--- src/rtl/muldiv_sequencer.sv ---
// rtl/muldiv_sequencer.sv - iterative signed multiply/divide engine for the HI/LO registers
module muldiv_sequencer #(
    parameter int WIDTH = 32
) (
    input  logic             clk,
    input  logic             reset,
    input  logic             start,
    input  logic             op,
    input  logic [WIDTH-1:0] a,
    input  logic [WIDTH-1:0] b,
    input  logic             abort,
    output logic             busy,
    output logic             done,
    output logic             div0,
    output logic [WIDTH-1:0] hi,
    output logic [WIDTH-1:0] lo
);
    localparam int AW = WIDTH + 2;
    localparam int CW = (WIDTH > 1) ? $clog2(WIDTH) : 1;

    typedef enum logic [1:0] {S_IDLE, S_ITER, S_FIX} state_t;

    state_t               state_q;
    logic [CW-1:0]        cnt_q;
    logic                 op_q;
    logic                 sgn_lo_q;
    logic                 sgn_hi_q;
    logic [WIDTH-1:0]     opnd_q;
    logic [2*WIDTH-1:0]   acc_q;
    logic [2*WIDTH-1:0]   acc_d;
    logic [WIDTH-1:0]     hi_q;
    logic [WIDTH-1:0]     lo_q;
    logic                 busy_q;
    logic                 done_q;
    logic                 div0_q;

    logic [WIDTH-1:0]     abs_a;
    logic [WIDTH-1:0]     abs_b;
    logic [AW-1:0]        add_x;
    logic [AW-1:0]        add_y;
    logic [AW-1:0]        add_r;
    logic                 add_sub;
    logic [2*WIDTH-1:0]   fix_prod;
    logic [WIDTH-1:0]     fix_quo;
    logic [WIDTH-1:0]     fix_rem;

    assign abs_a = a[WIDTH-1] ? -a : a;
    assign abs_b = b[WIDTH-1] ? -b : b;

    // One adder serves both algorithms: add for shift-add MULT, subtract for the DIV trial.
    always_comb begin
        add_x   = '0;
        add_y   = '0;
        add_sub = 1'b0;
        if (op_q) begin
            add_x   = {1'b0, acc_q[2*WIDTH-1:WIDTH], acc_q[WIDTH-1]};
            add_y   = {2'b00, opnd_q};
            add_sub = 1'b1;
        end else begin
            add_x = {2'b00, acc_q[2*WIDTH-1:WIDTH]};
            add_y = acc_q[0] ? {2'b00, opnd_q} : '0;
        end
    end

    assign add_r = add_x + (add_sub ? ~add_y : add_y) + AW'(add_sub);

    // DIV keeps the remainder in the upper half and shifts quotient bits into the lower half.
    always_comb begin
        acc_d = acc_q;
        if (op_q) begin
            if (add_r[AW-1]) begin
                acc_d = {acc_q[2*WIDTH-2:0], 1'b0};
            end else begin
                acc_d = {add_r[WIDTH-1:0], acc_q[WIDTH-2:0], 1'b1};
            end
        end else begin
            acc_d = {add_r[WIDTH:0], acc_q[WIDTH-1:1]};
        end
    end

    assign fix_prod = sgn_lo_q ? -acc_q : acc_q;
    assign fix_quo  = sgn_lo_q ? -acc_q[WIDTH-1:0] : acc_q[WIDTH-1:0];
    assign fix_rem  = sgn_hi_q ? -acc_q[2*WIDTH-1:WIDTH] : acc_q[2*WIDTH-1:WIDTH];

    always_ff @(posedge clk) begin
        if (!reset) begin
            state_q  <= S_IDLE;
            cnt_q    <= '0;
            op_q     <= 1'b0;
            sgn_lo_q <= 1'b0;
            sgn_hi_q <= 1'b0;
            opnd_q   <= '0;
            acc_q    <= '0;
            hi_q     <= '0;
            lo_q     <= '0;
            busy_q   <= 1'b0;
            done_q   <= 1'b0;
            div0_q   <= 1'b0;
        end else begin
            done_q <= 1'b0;
            div0_q <= 1'b0;
            case (state_q)
                S_IDLE: begin
                    if (start && !abort) begin
                        if (op && (b == '0)) begin
                            div0_q <= 1'b1;
                        end else begin
                            op_q     <= op;
                            sgn_lo_q <= a[WIDTH-1] ^ b[WIDTH-1];
                            sgn_hi_q <= a[WIDTH-1];
                            acc_q    <= {{WIDTH{1'b0}}, op ? abs_a : abs_b};
                            opnd_q   <= op ? abs_b : abs_a;
                            cnt_q    <= '0;
                            busy_q   <= 1'b1;
                            state_q  <= S_ITER;
                        end
                    end
                end
                S_ITER: begin
                    if (abort) begin
                        busy_q  <= 1'b0;
                        state_q <= S_IDLE;
                    end else begin
                        acc_q <= acc_d;
                        cnt_q <= cnt_q + 1'b1;
                        if (cnt_q == CW'(WIDTH - 1)) begin
                            state_q <= S_FIX;
                        end
                    end
                end
                S_FIX: begin
                    if (!abort) begin
                        if (op_q) begin
                            hi_q <= fix_rem;
                            lo_q <= fix_quo;
                        end else begin
                            hi_q <= fix_prod[2*WIDTH-1:WIDTH];
                            lo_q <= fix_prod[WIDTH-1:0];
                        end
                        done_q <= 1'b1;
                    end
                    busy_q  <= 1'b0;
                    state_q <= S_IDLE;
                end
                default: begin
                    busy_q  <= 1'b0;
                    state_q <= S_IDLE;
                end
            endcase
        end
    end

    assign busy = busy_q;
    assign done = done_q;
    assign div0 = div0_q;
    assign hi   = hi_q;
    assign lo   = lo_q;
endmodule

--- config.mk ---
export PLATFORM = sky130hd
export DESIGN_NAME = muldiv_sequencer
export DESIGN_NICKNAME = d
export VERILOG_FILES = /design/src/rtl/muldiv_sequencer.sv
export SDC_FILE = /design/constraint.sdc
export NUM_CORES = 1
export LEC_CHECK = 0
export ABC_AREA = 1
export BUFFER_PORTS_ARGS = -buffer_cell sky130_fd_sc_hd__buf_2
export CAP_MARGIN = 15
export CORE_UTILIZATION = 47
export CTS_BUF_LIST = sky130_fd_sc_hd__clkbuf_16
export DETAILED_ROUTE_END_ITERATION = 16
export GPL_TIMING_DRIVEN = 0
export PLACE_DENSITY = 0.66
export REMOVE_ABC_BUFFERS = 1
export SLEW_MARGIN = 20
export SYNTH_ARGS = -nofsm -noshare
export SYNTH_HDL_FRONTEND = slang
export SYNTH_SLANG_ARGS = --single-unit
--- constraint.sdc ---
create_clock -name clk -period 3.6 [get_ports clk]
set_input_delay 0.72 -clock clk [delete_from_list [all_inputs] [get_ports clk]]
set_output_delay 0.72 -clock clk [all_outputs]
set_load 0.02 [all_outputs]
==> out/results.ini <==
[place]
placed_cell_area_sq_mm=0.0161
place_inst=3030
gp_congestion=0.993
place_hpwl_mm=46.0
portBuffers=135

[timing]
final.min_clock_period_ns=3.43
rsz0062_at_grt=no
hold_ws_ns=0.476
fmax_ghz=0.291
timing.slew.headroom_pct=19.6
fin_skew_ns=0.0189
hold_violations=0
tightest_slew_ns=1.19
maxSlewViolCount=0
setup_violations=0
period_share_pct=95.3
tns_ns=0

[clocking]
clock_latency_ns=0.48
clk_path_buf_depth=2
clk_pin_slew_ns=0.07
cts.htree.levels=4
cts_num_sinks=173
cts_buffers=17
ctsHoldBuffers=0
cts_root_buffer=clkbuf_16
cts_tree=done

[setup_path]
cpMostUsedCell=nand2_1
endpoint_kind=flop
arrival_ns=3.82
worst-setup-path-type=flop to flop
path_cells=inv_1 -> o21ai_0 -> ha_1 -> nand2_1 -> a21oi_1 -> or2_1 -> nand2_1 -> nand3_1 -> nor2_4 -> nand2_8 -> clkinv_8 -> o21ai_0 -> nand2_1 -> nand3_1 -> a21oi_1
cp_slowest_cell=dfxtp_1
crit_fanout=27
start_kind=flop
max_stage_delay_ns=0.58
worstPathRequired_ns=3.99

[final_layout]
final_cell_mix=nand2_1, nor2_1, o21ai_0, inv_1, a21oi_1
fin_cells=3072
postLayoutCellArea_sq_mm=0.0168
seqCellArea_sq_mm=0.00347
syn_to_final_growth_pct=10.8
layout-drive-gt1-share_pct=9.11
final_util_pct=53.1
nets=2762
fill_cells=3408
final_common_cell=nand2_1
multi_input_area_sq_mm=0.0103

[power]
ir_drop_mv=0.363
p_per_area_mw_per_mm2=327
leakage_uw=0.00781

[route]
finalWirelength_mm=60.1
drt-wirelength-per-cell_microns=19.6
ant_nets=0
num_vias=17600
drc_errors=0
vias_per_cell=5.74
drt-initial-drc-count=1785
firstDrtPassIters=6

[global_route]
track_usage_pct=35.7
grt_first_pass_wirelength_mm=90.4
grt_pass1_vias=15900
grt_max_degree=82
antenna_found_initial=3
overflow=0

[floorplan]
fp.dieW_microns=182
ios=136
core_area_sq_mm=0.0317
die_y_microns=182
initial_utilization_pct=47.9
rows=65
die_area_sq_mm=0.0331

[synthesis]
synth_edf_count=0
ys_async_sr_fraction_pct=0
syn-cell-area_sq_mm=0.0152
yosysSeqAreaShare_pct=22.8
ys_seq_elements=173
synthFlopType=dfxtp_1
netlist_instances=2611
syn_avg_cell_area_sq_um=5.82
ys_warn_count=0
synth.distinct_cells=51

[min_path]
min_path_type=flop to flop

[job]
maxCapViolCount=0

[run_status]
status=completed

==> final timing paths <==
| kind | start | end | slack, ns | depth (start not counted) |
|---|---|---|---|---|
| setup / recovery | acc_q[58]$_SDFFE_PN0P_ | acc_q[58]$_SDFFE_PN0P_ | 0.17 | 15 |
| hold / removal | opnd_q[31]$_SDFFE_PN0P_ | opnd_q[31]$_SDFFE_PN0P_ | 0.48 | 2 |
| setup reg to reg | acc_q[58]$_SDFFE_PN0P_ | acc_q[58]$_SDFFE_PN0P_ | 0.17 | 15 |
| hold reg to reg | opnd_q[31]$_SDFFE_PN0P_ | opnd_q[31]$_SDFFE_PN0P_ | 0.48 | 2 |
==> synth_stat cells, drive strengths merged (34+ instances only) <==
| master | number | area share [%] |
|---|---|---|
| dfxtp | 173 | 23 |
| buf | 43 | 1.5 |
| ha | 37 | 3.0 |
| inv | 278 | 6.9 |
| xor2 | 88 | 5.1 |
| nand4 | 34 | 1.4 |
| nor2 | 299 | 7.5 |
| clkbuf | 88 | 2.2 |
| nand2 | 639 | 16 |
| nand3 | 210 | 7.0 |
| a21oi | 223 | 7.4 |
| o21ai | 290 | 9.6 |
==> per-stage QoR <==
| step | setup slack [ns] | total power, uW |
|---|---|---|
| detailed placement | -0.528 | 3550 |
| global route | 0.00419 | 5740 |
| floorplan | -4.23 | 3020 |
| CTS | 0.0515 | 5460 |
| finish | 0.169 | 5510 |
| global placement | -9.63 | 3520 |
==> sequential cells by signal, summed over array words and instances, names as in the netlist <==
name / cells
opnd_q: 32
acc_q: 64
sgn_hi_q: 1
sgn_lo_q: 1
done: 1
lo: 32
hi: 32
div0: 1
op_q: 1
state_q: 2
busy: 1
cnt_q: 5
==> where the power goes <==
| part | total (uW) | switching, uW | internal (uW) |
|---|---|---|---|
| registers | 2090 | 112 | 1980 |
| logic | 1490 | 1040 | 442 |
| clock network | 1930 | 941 | 991 |
==> cell type report <==
cell class              count  area share, %
diodes                      2         0.0297
repair buffers            153           5.52
flip-flops and latches    173           20.6
inverters                 279           6.42
clock inverters            15           1.01
clock buffers              17           2.52
repair inverters            1         0.0297
well taps                 402           2.99
multi-input cells        2030           60.9
==> logic make-up (layout without fill, tap and decap cells) <==
logic type	Yosys count	after routing	synth area share (%)
AO/OA/AOI/OAI	631	631	22.6
XOR/XNOR	105	105	6.05
adder cells (fa/ha/maj)	38	38	3.18
buffers and inverters	410	465	10.6
flip-flops	173	173	22.8
other	0	2	0
AND/OR/NAND/NOR	1254	1256	34.8
==> repair_timing <==
action,in CTS,in global routing
setup endpoints to repair,47,56
hold endpoints to repair,0,0
resized for setup,6,23
pin swaps,0,2
setup buffers,3,1
cloned,1,3
==> critical path: cells and delay by family (launching register included) <==
kind	cells	cell delay, ns
buf+inv	2	0.46
flops	1	0.58
simple gates	8	1.14
compound gates	4	0.79
fa+ha+maj	1	0.36
==> metal layers <==
metal | routed length, microns | up-vias | GRT usage (%)
met5 | 0 | - | 0
met2 | 26700 | 760 | 57.2
met1 | 25500 | 8012 | 45.2
li1 | - | 8730 | -
met3 | 4700 | 119 | 6.50
met4 | 3270 | 0 | 19.6
(Power assumes the default switching activity.)
